### src/rtl/instruction_fetch.sv
// Fetch stage: owns the PC, drives a 1-cycle-latency instruction memory and
// registers the returned word into the instruction register feeding the decoder.
module instruction_fetch #(
  parameter int                    ADDR_WIDTH = 32,
  parameter logic [ADDR_WIDTH-1:0] RESET_PC   = '0,
  parameter logic [31:0]           NOP_WORD   = 32'h0000_0000
) (
  input  logic                  clk,
  input  logic                  rst,
  output logic [ADDR_WIDTH-1:0] imem_addr,
  input  logic [31:0]           imem_rdata,
  input  logic                  stall,
  input  logic                  jmp_flag,
  input  logic [31:0]           jmp_address,
  input  logic                  branch_taken,
  input  logic [15:0]           branch_offset,
  output logic [31:0]           instr_out,
  output logic [ADDR_WIDTH-1:0] pc_out,
  output logic                  instr_valid
);

  typedef enum logic [1:0] {S_START, S_RUN, S_FLUSH, S_STALL} state_t;

  state_t                state, state_next;
  logic [ADDR_WIDTH-1:0] pc, pc_next;
  logic [ADDR_WIDTH-1:0] fetch_pc, fetch_pc_next;
  logic [ADDR_WIDTH-1:0] pc_out_next;
  logic [31:0]           instr_out_next;
  logic                  instr_valid_next;
  logic                  redirect;
  logic [ADDR_WIDTH-1:0] branch_ext;
  logic [ADDR_WIDTH-1:0] target;

  assign imem_addr  = pc;
  assign redirect   = instr_valid & ~stall & (jmp_flag | branch_taken);
  assign branch_ext = ADDR_WIDTH'($signed(branch_offset));
  assign target     = jmp_flag ? jmp_address[ADDR_WIDTH-1:0]
                               : pc_out + ADDR_WIDTH'(1) + branch_ext;

  always_ff @(posedge clk) begin
    if (rst) state <= S_START;
    else     state <= state_next;
  end

  always_comb begin
    state_next = state;
    case (state)
      S_START: state_next = S_RUN;
      S_RUN:   if (stall) state_next = S_STALL;
               else if (redirect) state_next = S_FLUSH;
      S_FLUSH: state_next = S_RUN;
      S_STALL: if (!stall) state_next = redirect ? S_FLUSH : S_RUN;
      default: state_next = S_START;
    endcase
  end

  // A stall rewinds pc to fetch_pc because the word in flight from memory is
  // dropped while stalled and must be fetched again on release.
  always_comb begin
    pc_next          = pc;
    fetch_pc_next    = fetch_pc;
    pc_out_next      = pc_out;
    instr_out_next   = instr_out;
    instr_valid_next = instr_valid;
    case (state)
      S_START, S_FLUSH: begin
        fetch_pc_next    = pc;
        pc_next          = pc + ADDR_WIDTH'(1);
        instr_out_next   = NOP_WORD;
        instr_valid_next = 1'b0;
      end
      S_RUN: begin
        if (stall) begin
          pc_next = fetch_pc;
        end else if (redirect) begin
          pc_next          = target;
          instr_out_next   = NOP_WORD;
          instr_valid_next = 1'b0;
        end else begin
          instr_out_next   = imem_rdata;
          pc_out_next      = fetch_pc;
          instr_valid_next = 1'b1;
          fetch_pc_next    = pc;
          pc_next          = pc + ADDR_WIDTH'(1);
        end
      end
      S_STALL: begin
        if (!stall) begin
          instr_out_next   = NOP_WORD;
          instr_valid_next = 1'b0;
          if (redirect) begin
            pc_next = target;
          end else begin
            fetch_pc_next = pc;
            pc_next       = pc + ADDR_WIDTH'(1);
          end
        end
      end
      default: ;
    endcase
  end

  always_ff @(posedge clk) begin
    if (rst) begin
      pc          <= RESET_PC;
      fetch_pc    <= RESET_PC;
      pc_out      <= '0;
      instr_out   <= NOP_WORD;
      instr_valid <= 1'b0;
    end else begin
      pc          <= pc_next;
      fetch_pc    <= fetch_pc_next;
      pc_out      <= pc_out_next;
      instr_out   <= instr_out_next;
      instr_valid <= instr_valid_next;
    end
  end

endmodule
### config.mk
export PLATFORM = sky130hd
export DESIGN_NAME = instruction_fetch
export DESIGN_NICKNAME = d
export VERILOG_FILES = /design/src/rtl/instruction_fetch.sv
export SDC_FILE = /design/constraint.sdc
export NUM_CORES = 1
export LEC_CHECK = 0
export CELL_PAD_IN_SITES_DETAIL_PLACEMENT = 0
export CELL_PAD_IN_SITES_GLOBAL_PLACEMENT = 2
export CORE_ASPECT_RATIO = 1.5
export CORE_MARGIN = 3
export CORE_UTILIZATION = 30
export DETAILED_ROUTE_END_ITERATION = 8
export GPL_TIMING_DRIVEN = 0
export PLACE_DENSITY = 0.93
export SLEW_MARGIN = 20
export SYNTH_ARGS = -nofsm -noshare
export SYNTH_HDL_FRONTEND = slang
export SYNTH_SLANG_ARGS = --single-unit
### constraint.sdc
create_clock -name clk -period 4.6 [get_ports clk]
set_input_delay 0.46 -clock clk [delete_from_list [all_inputs] [get_ports clk]]
set_output_delay 0.46 -clock clk [all_outputs]
set_load 0.05 [all_outputs]
==> results by group, run 1 <==
Worst hold path
  – Hold path cells: 2
  – Hold Path End: pc_out[1]$_SDFFE_PP0P_
  – Hold Path Origin: fetch_pc[1]$_SDFFE_PP0P_
  – Worst hold path type: flop to flop

Setup path
  – Worst r2r path cells: 12
  – FF-to-FF End: imem_addr[22]$_SDFFE_PP0P_
  – Worst r2r src: pc_out[0]$_SDFFE_PP0P_
  – WP data required: 4.92 ns
  – Worst R2R Setup Slack: 1.42 ns
  – Startpoint types: input port
  – Crit-path max FO: 17
  – Critical Path Sink Type: flop
  – Critical path type: input port to flop
  – CP arrival: 4.02 ns

Power
  – Comb power frac: 16.6%
  – P_int: 0.00237 W
  – Register share of total power: 36.9%
  – Power density cells: 319 mW/mm²
  – Clock network power share: 46.5%
  – LEAKAGE: 3.75 nW
  – Maximum vdd drop: 0.000265 V
  – Net Sw Frac: 28.4%
  – Net Sw Power: 0.000940 W

Placement
  – Port bufs: 180
  – Setup WS pre-CTS: 0.484 ns
  – Routability cong.: 0.929
  – DP HPWL: 24.2 mm

CTS
  – # resized after CTS: 0
  – TritonCTS Sinks: 131
  – CTS max path bufs: 2
  – Hold_buf cts: 0
  – H-tree levels: 4
  – TritonCTS clock tree: yes
  – Cts bufs inserted: 17
  – Reg clk slew, reported paths: 0.07 ns
  – Root buffer cell: clkbuf_16
  – Setup Buffers After CTS: 0
  – Clock Latency Late Sink: 0.43 ns

Floorplan
  – Io pins: 182
  – Die Wd: 135 µm
  – Die ar.: 0.0270 mm²
  – Starting Density: 30.7%
  – Core ar.: 0.0245 mm²
  – Rows: 70
  – Die Height: 200 µm

Detailed routing
  – # DRC: 0
  – WL final: 31.6 mm
  – Routed vias: 8296
  – Drt pass-1 iters: 5
  – Final ANT Viol Nets: 0
  – Drt via density: 5.40
  – Drt wl/cell: 20.6 µm
  – Initial DRC Count: 499

Synthesis
  – Flops & latches, synth: 131
  – Post-Synthesis Net Count: 1118
  – Post-synthesis cell count: 999
  – Synth cell count leaders: 199 x nand2_1, 132 x a21oi_1, 131 x dfxtp_1, 85 x nor2_1, 55 x clkbuf_1
  – Most frequent cell after synthesis: nand2_1
  – Post-Syn Area: 0.00752 mm²
  – Sequential-to-total area share from yosys stat: 34.9%
  – Post-synth EDFFs: 0
  – Asr flop ratio synth: 0%
  – Top FF cell, synth: dfxtp_1
  – Cell taking the most area after synthesis: dfxtp_1
  – Post-synth top area share: 34.9%
  – Mean Syn Cell Area: 7.52 µm²
  – Synth cell types: 67
  – Leading post-synthesis cells by cell area: dfxtp_1 35%, nand2_1 9.9%, a21oi_1 8.8%, ha_1 5.5%, nor2_1 4.2%
  – Synth warn: 0

GRT
  – Initial antenna violation count: 0
  – All-layer global routing usage: 23.0%
  – Vias in the first global route: 8205
  – Total grt overflow: 0
  – Largest net degree at the start of global routing: 18
  – Global-route wire length before repair: 47.6 mm

Timing
  – Final min period: 3.71 ns
  – Final worst slack: 0.894 ns
  – # setup viols final: 0
  – Max Slew Vio Count: 0
  – RSZ-0062 raised after global routing: no
  – Clock Skews: 0.0134 ns
  – Fmax: 0.270 GHz
  – Worst-Margin Slew: 1.00 ns
  – Final TNS setup: 0 ns
  – Fin. Hold Viols: 0
  – Slew HR: 33.0%
  – Crit share post-route: 80.6%

Flow run
  – Max-Cap Viols: 0

Cells and area
  – NumNets Final: 1318
  – Area grow syn2layout: 38.3%
  – Share of layout cells above drive strength 1: 4.04%
  – Multi-input combinational cell area: 0.00461 mm²
  – Diode count: 0
  – Register Area: 0.00262 mm²
  – Fill cells: 2590

Outcome
  – Outcome: finished, final reports clean
worst max-delay path by stage:
stage / start / end / cells after the start
3_5_place_dp: branch_offset[15] / imem_addr[30]$_SDFFE_PP0P_ / 12
2_1_floorplan: pc_out[0]$_SDFFE_PP0P_ / imem_addr[24]$_SDFFE_PP0P_ / 12
3_3_place_gp: branch_taken / pc_out[15]$_SDFFE_PP0P_ / 8
4_1_cts: branch_offset[15] / imem_addr[30]$_SDFFE_PP0P_ / 12
6_report: branch_offset[15] / imem_addr[30]$_SDFFE_PP0P_ / 12
5_1_grt: branch_offset[15] / imem_addr[30]$_SDFFE_PP0P_ / 12
critical path, cell delays in order:
cell             delay, ns
clkdlybuf4s50_1       1.02
ha_1                  0.35
buf_2                 0.18
a211oi_1              0.23
o21ai_0               0.12
a31oi_1               0.17
a31oi_1               0.15
or3_1                 0.35
o2111a_1              0.25
or3_1                 0.39
a211oi_2              0.26
o21ai_1               0.08
area by class of cell:
type	instances	area share, %
timing repair buffer	181	17.4
buffer	60	2.27
clock buffer	21	4.43
tap	324	3.90
sequential	131	25.2
clock inverter	11	1.94
multi-input combinational	795	44.4
inverter	13	0.469
state kept, by name (all words and copies together), names as in the netlist:
register / cells
fetch_pc: 32
imem_addr: 32
instr_out: 32
pc_out: 32
state: 2
instr_valid: 1
placed cells by master, fill, tap and decap left out, types with 9 or more instances in the layout:
cell             Yosys  final
a211oi_1            11     11
a21o_1              19     19
a21oi_1            132    132
a22oi_1             33     33
and3_1               9      9
clkbuf_1            55     57
clkbuf_16            0     17
clkdlybuf4s50_1      0    180
dfxtp_1            131    131
ha_1                33     33
inv_1               11     11
mux2i_1             10     10
nand2_1            199    199
nand2b_1            10     10
nand3_1             22     22
nand4_1             15     15
nor2_1              85     85
nor3_1              21     20
o211ai_1            14     14
o21ai_0             52     52
xnor2_1             26     26
xor2_1              14     14
stage by stage:
step	std cells	hold WS [ns]	power (W)	util, %	cell area [µm²]
after CTS	1536	0.468	0.00332	42.4	10400
after detailed placement	1504	0.467	0.00179	39.7	9740
after global routing	1536	0.500	0.00342	42.4	10400
after global placement	1503	0.461	0.00179	39.7	9720
final	1536	0.471	0.00331	42.4	10400
after floorplan	999	0.442	0.00154	-	7520
per-layer routing:
metal / up-vias / global-route usage [%] / routed length [µm]
met5: - / 0 / 0
met4: 0 / 14.1 / 2050
met3: 88 / 3.76 / 1560
met2: 310 / 39.7 / 15600
met1: 3917 / 26.7 / 12300
li1: 3981 / - / -
power groups by stage:
| stage | Sequential [W] | Combinational [W] | Clock [W] |
|---|---|---|---|
| 2_1_floorplan | 0.00132 | 0.000220 | 0 |
| 3_3_place_gp | 0.00125 | 0.000544 | 0 |
| 3_5_place_dp | 0.00125 | 0.000546 | 0 |
| 4_1_cts | 0.00122 | 0.000548 | 0.00155 |
| 5_1_grt | 0.00123 | 0.000590 | 0.00161 |
| 6_report | 0.00122 | 0.000550 | 0.00154 |
logic make-up after synthesis:
logic type	after synthesis	share of synthesized area [%]
buffers and inverters	73	3.79
and+or+nand+nor	385	22.1
muxes	13	1.78
DFF	131	34.9
xor gates and xnor gates	40	4.66
AOI/OAI and AO/OA	323	27.0
adders and majority gates	34	5.76
Note: power is estimated with default switching activity, not from simulation.
==> run 2: changes to the inputs <==
--- a/config.mk
+++ b/config.mk
@@ -9,10 +9,10 @@
 export CELL_PAD_IN_SITES_GLOBAL_PLACEMENT = 2
 export CORE_ASPECT_RATIO = 1.5
 export CORE_MARGIN = 3
-export CORE_UTILIZATION = 30
+export CORE_UTILIZATION = 28
 export DETAILED_ROUTE_END_ITERATION = 8
 export GPL_TIMING_DRIVEN = 0
-export PLACE_DENSITY = 0.93
+export PLACE_DENSITY = 0.89
 export SLEW_MARGIN = 20
 export SYNTH_ARGS = -nofsm -noshare
 export SYNTH_HDL_FRONTEND = slang
==> constraint.sdc (replaced) <==
create_clock -name clk -period 3.5 [get_ports clk]
set_input_delay 0.35 -clock clk [delete_from_list [all_inputs] [get_ports clk]]
set_output_delay 0.35 -clock clk [all_outputs]
set_load 0.05 [all_outputs]
==> run 2 against run 1 <==
  * Clock-buffer cell count is 1 lower
  * Global-route usage is 1.4 points lower
  * Via count is 1.2% lower
  * First-iteration DRC count is 13% higher
  * Clock skew is 0.0030 ns lower
  * Non-clock buffer count stayed put
  * Critical path type unchanged
  * Largest cell class unchanged
  * Largest power group unchanged
==> results by group, run 2 (synthesis gave the netlist of run 1 again) <==
Cells and area
  – Commonest non-fill, non-tap cell in the layout: nand2_1
  – Share of layout cells above drive strength 1: 4.05% (about the same)
  – Final Core Density: 39.7% (-2.7 points)
  – Most frequent cells in the layout: 199 x nand2_1, 179 x clkdlybuf4s50_1, 132 x a21oi_1
  – NumNets Final: 1318 (unchanged)
  – Diode count: 0 (unchanged)
  – Area grow syn2layout: 38.1%

Setup path
  – Crit-path max FO: 17 (unchanged)
  – WP data required: 3.80 ns (-1.12 ns)
  – CP arrival: 3.63 ns (-0.39 ns)
  – Startpoint types: input port
  – Critical Path Sink Type: flop
  – Critical path type: input port to flop

CTS
  – Reg clk slew, reported paths: 0.06 ns (about the same)
  – Hold_buf cts: 0 (unchanged)
  – Cts bufs inserted: 17 (unchanged)
  – TritonCTS clock tree: yes
  – TritonCTS Sinks: 131 (unchanged)
  – Clock Latency Late Sink: 0.42 ns (about the same)
  – CTS max path bufs: 2 (unchanged)
  – # resized after CTS: 1 (+1)
  – Setup Buffers After CTS: 0 (unchanged)
  – Root buffer cell: clkbuf_16
  – H-tree levels: 4 (unchanged)

Timing
  – Worst-Margin Slew: 1.05 ns (+0.0441 ns)
  – Final min period: 3.33 ns
  – Hold_ws: 0.483 ns (+0.0115 ns)
  – Max Slew Vio Count: 0 (unchanged)
  – RSZ-0062 raised after global routing: no
  – Final worst slack: 0.174 ns (-0.721 ns)
  – Slew HR: 29.6% (-3.4 points)
  – Fin. Hold Viols: 0 (unchanged)
  – # setup viols final: 0 (unchanged)
  – Fmax: 0.301 GHz
  – Clock Skews: 0.0105 ns (-0.00295 ns)
  – Crit share post-route: 95.0%

Flow run
  – Max-Cap Viols: 0 (unchanged)

Floorplan
  – Io pins: 182 (unchanged)
  – Starting Density: 28.8% (-1.9 points)
  – Rows: 72 (+2.9%)
  – Die Height: 207 µm (+3.4%)
  – Core ar.: 0.0261 mm² (+6.5%)
  – Die ar.: 0.0289 mm² (+6.9%)
  – Die Wd: 140 µm (+3.4%)

Detailed routing
  – Final ANT Viol Nets: 0 (unchanged)
  – Drt wl/cell: 20.8 µm (+1.1%)
  – Drt via density: 5.31 (-1.7%)
  – Routed vias: 8199 (-1.2%)
  – Initial DRC Count: 564 (+13%)
  – # DRC: 0 (unchanged)
  – WL final: 32.1 mm (+1.6%)
  – Drt pass-1 iters: 5 (unchanged)

Placement
  – Port bufs: 180 (unchanged)
  – DP HPWL: 24.9 mm (+2.6%)
  – Routability cong.: 0.933 (+0.45%)
  – Setup WS pre-CTS: -0.498 ns (-0.982 ns)

Outcome
  – Outcome: finished, final reports clean

GRT
  – Initial antenna violation count: 0 (unchanged)
  – Total grt overflow: 0 (unchanged)
  – Global-route wire length before repair: 48.3 mm (+1.5%)
  – Largest net degree at the start of global routing: 18 (unchanged)
  – Vias in the first global route: 8254 (+0.60%)
  – All-layer global routing usage: 21.7% (-1.4 points)

Power
  – Maximum vdd drop: 0.000331 V (+25%)
  – Power density cells: 411 mW/mm² (+29%)
  – LEAKAGE: 3.74 nW (-0.35%)

Worst hold path
  – Worst hold path type: flop to flop
==> run 2: changes by cell type in the layout (fill, tap and decap cells not counted), sizes merged <==
cell           before  now
clkinvlp            1    2
dlygate4sd2         0    1
inv                11   13
clkdlybuf4s50     180  179
bufinv              5    4
clkinv              7    5
clkbuf             77   76
==> run 2: path summary, 6_finish.rpt <==
kind,slack [ns],from,end,cells past startpoint
worst max-delay path,0.17,branch_offset[15],imem_addr[30]$_SDFFE_PP0P_,12
worst min register to register,0.48,fetch_pc[1]$_SDFFE_PP0P_,fetch_pc[1]$_SDFFE_PP0P_,2
worst max register to register,0.28,instr_valid$_SDFFE_PP0P_,imem_addr[13]$_SDFFE_PP0P_,8
worst min-delay path,0.48,fetch_pc[1]$_SDFFE_PP0P_,fetch_pc[1]$_SDFFE_PP0P_,2
==> run 2: layer usage <==
layer | share of wire, % | GRT usage (%)
met3 | 5.0 | 3.43
met5 | 0 | 0
met2 | 51 | 39.1
met4 | 5.0 | 10.7
met1 | 39 | 24.8
==> run 2: cell type report <==
type                       instances  area [µm²]
buffer                            60         236
clock buffer                      20         457
clock inverter                    11         175
fill                            2788       15700
inverter                          13        48.8
multi-input combinational        795        4610
sequential                       131        2620
tap                              333         417
timing repair buffer             181        1810
==> run 2: critical path: stages <==
cell and delay, ns:
dlygate4sd2_1 0.73, ha_1 0.36, buf_2 0.17, and3_1 0.18
a211o_1 0.27, a21oi_1 0.14, a31oi_1 0.07, or3_1 0.35
o2111a_1 0.26, or3_1 0.36, a211oi_2 0.28, o21ai_1 0.09
==> run 2: through the flow <==
stage | power (W) | instance area [µm²] | TNS (ns) | cells
floorplan | 0.00203 | 7520 | 0 | 999
global placement | 0.00236 | 9740 | -26.44 | 1512
detailed placement | 0.00236 | 9750 | -3.07 | 1513
CTS | 0.00429 | 10400 | 0 | 1544
global route | 0.00441 | 10400 | 0 | 1544
finish | 0.00427 | 10400 | 0 | 1544
==> run 2: where the power goes <==
group / total [W] / switching (W) / internal (W)
clock: 0.00194 / 0.000706 / 0.00123
combinational: 0.000724 / 0.000454 / 0.000269
sequential: 0.00161 / 0.0000675 / 0.00154
total: 0.00427 / 0.00123 / 0.00304
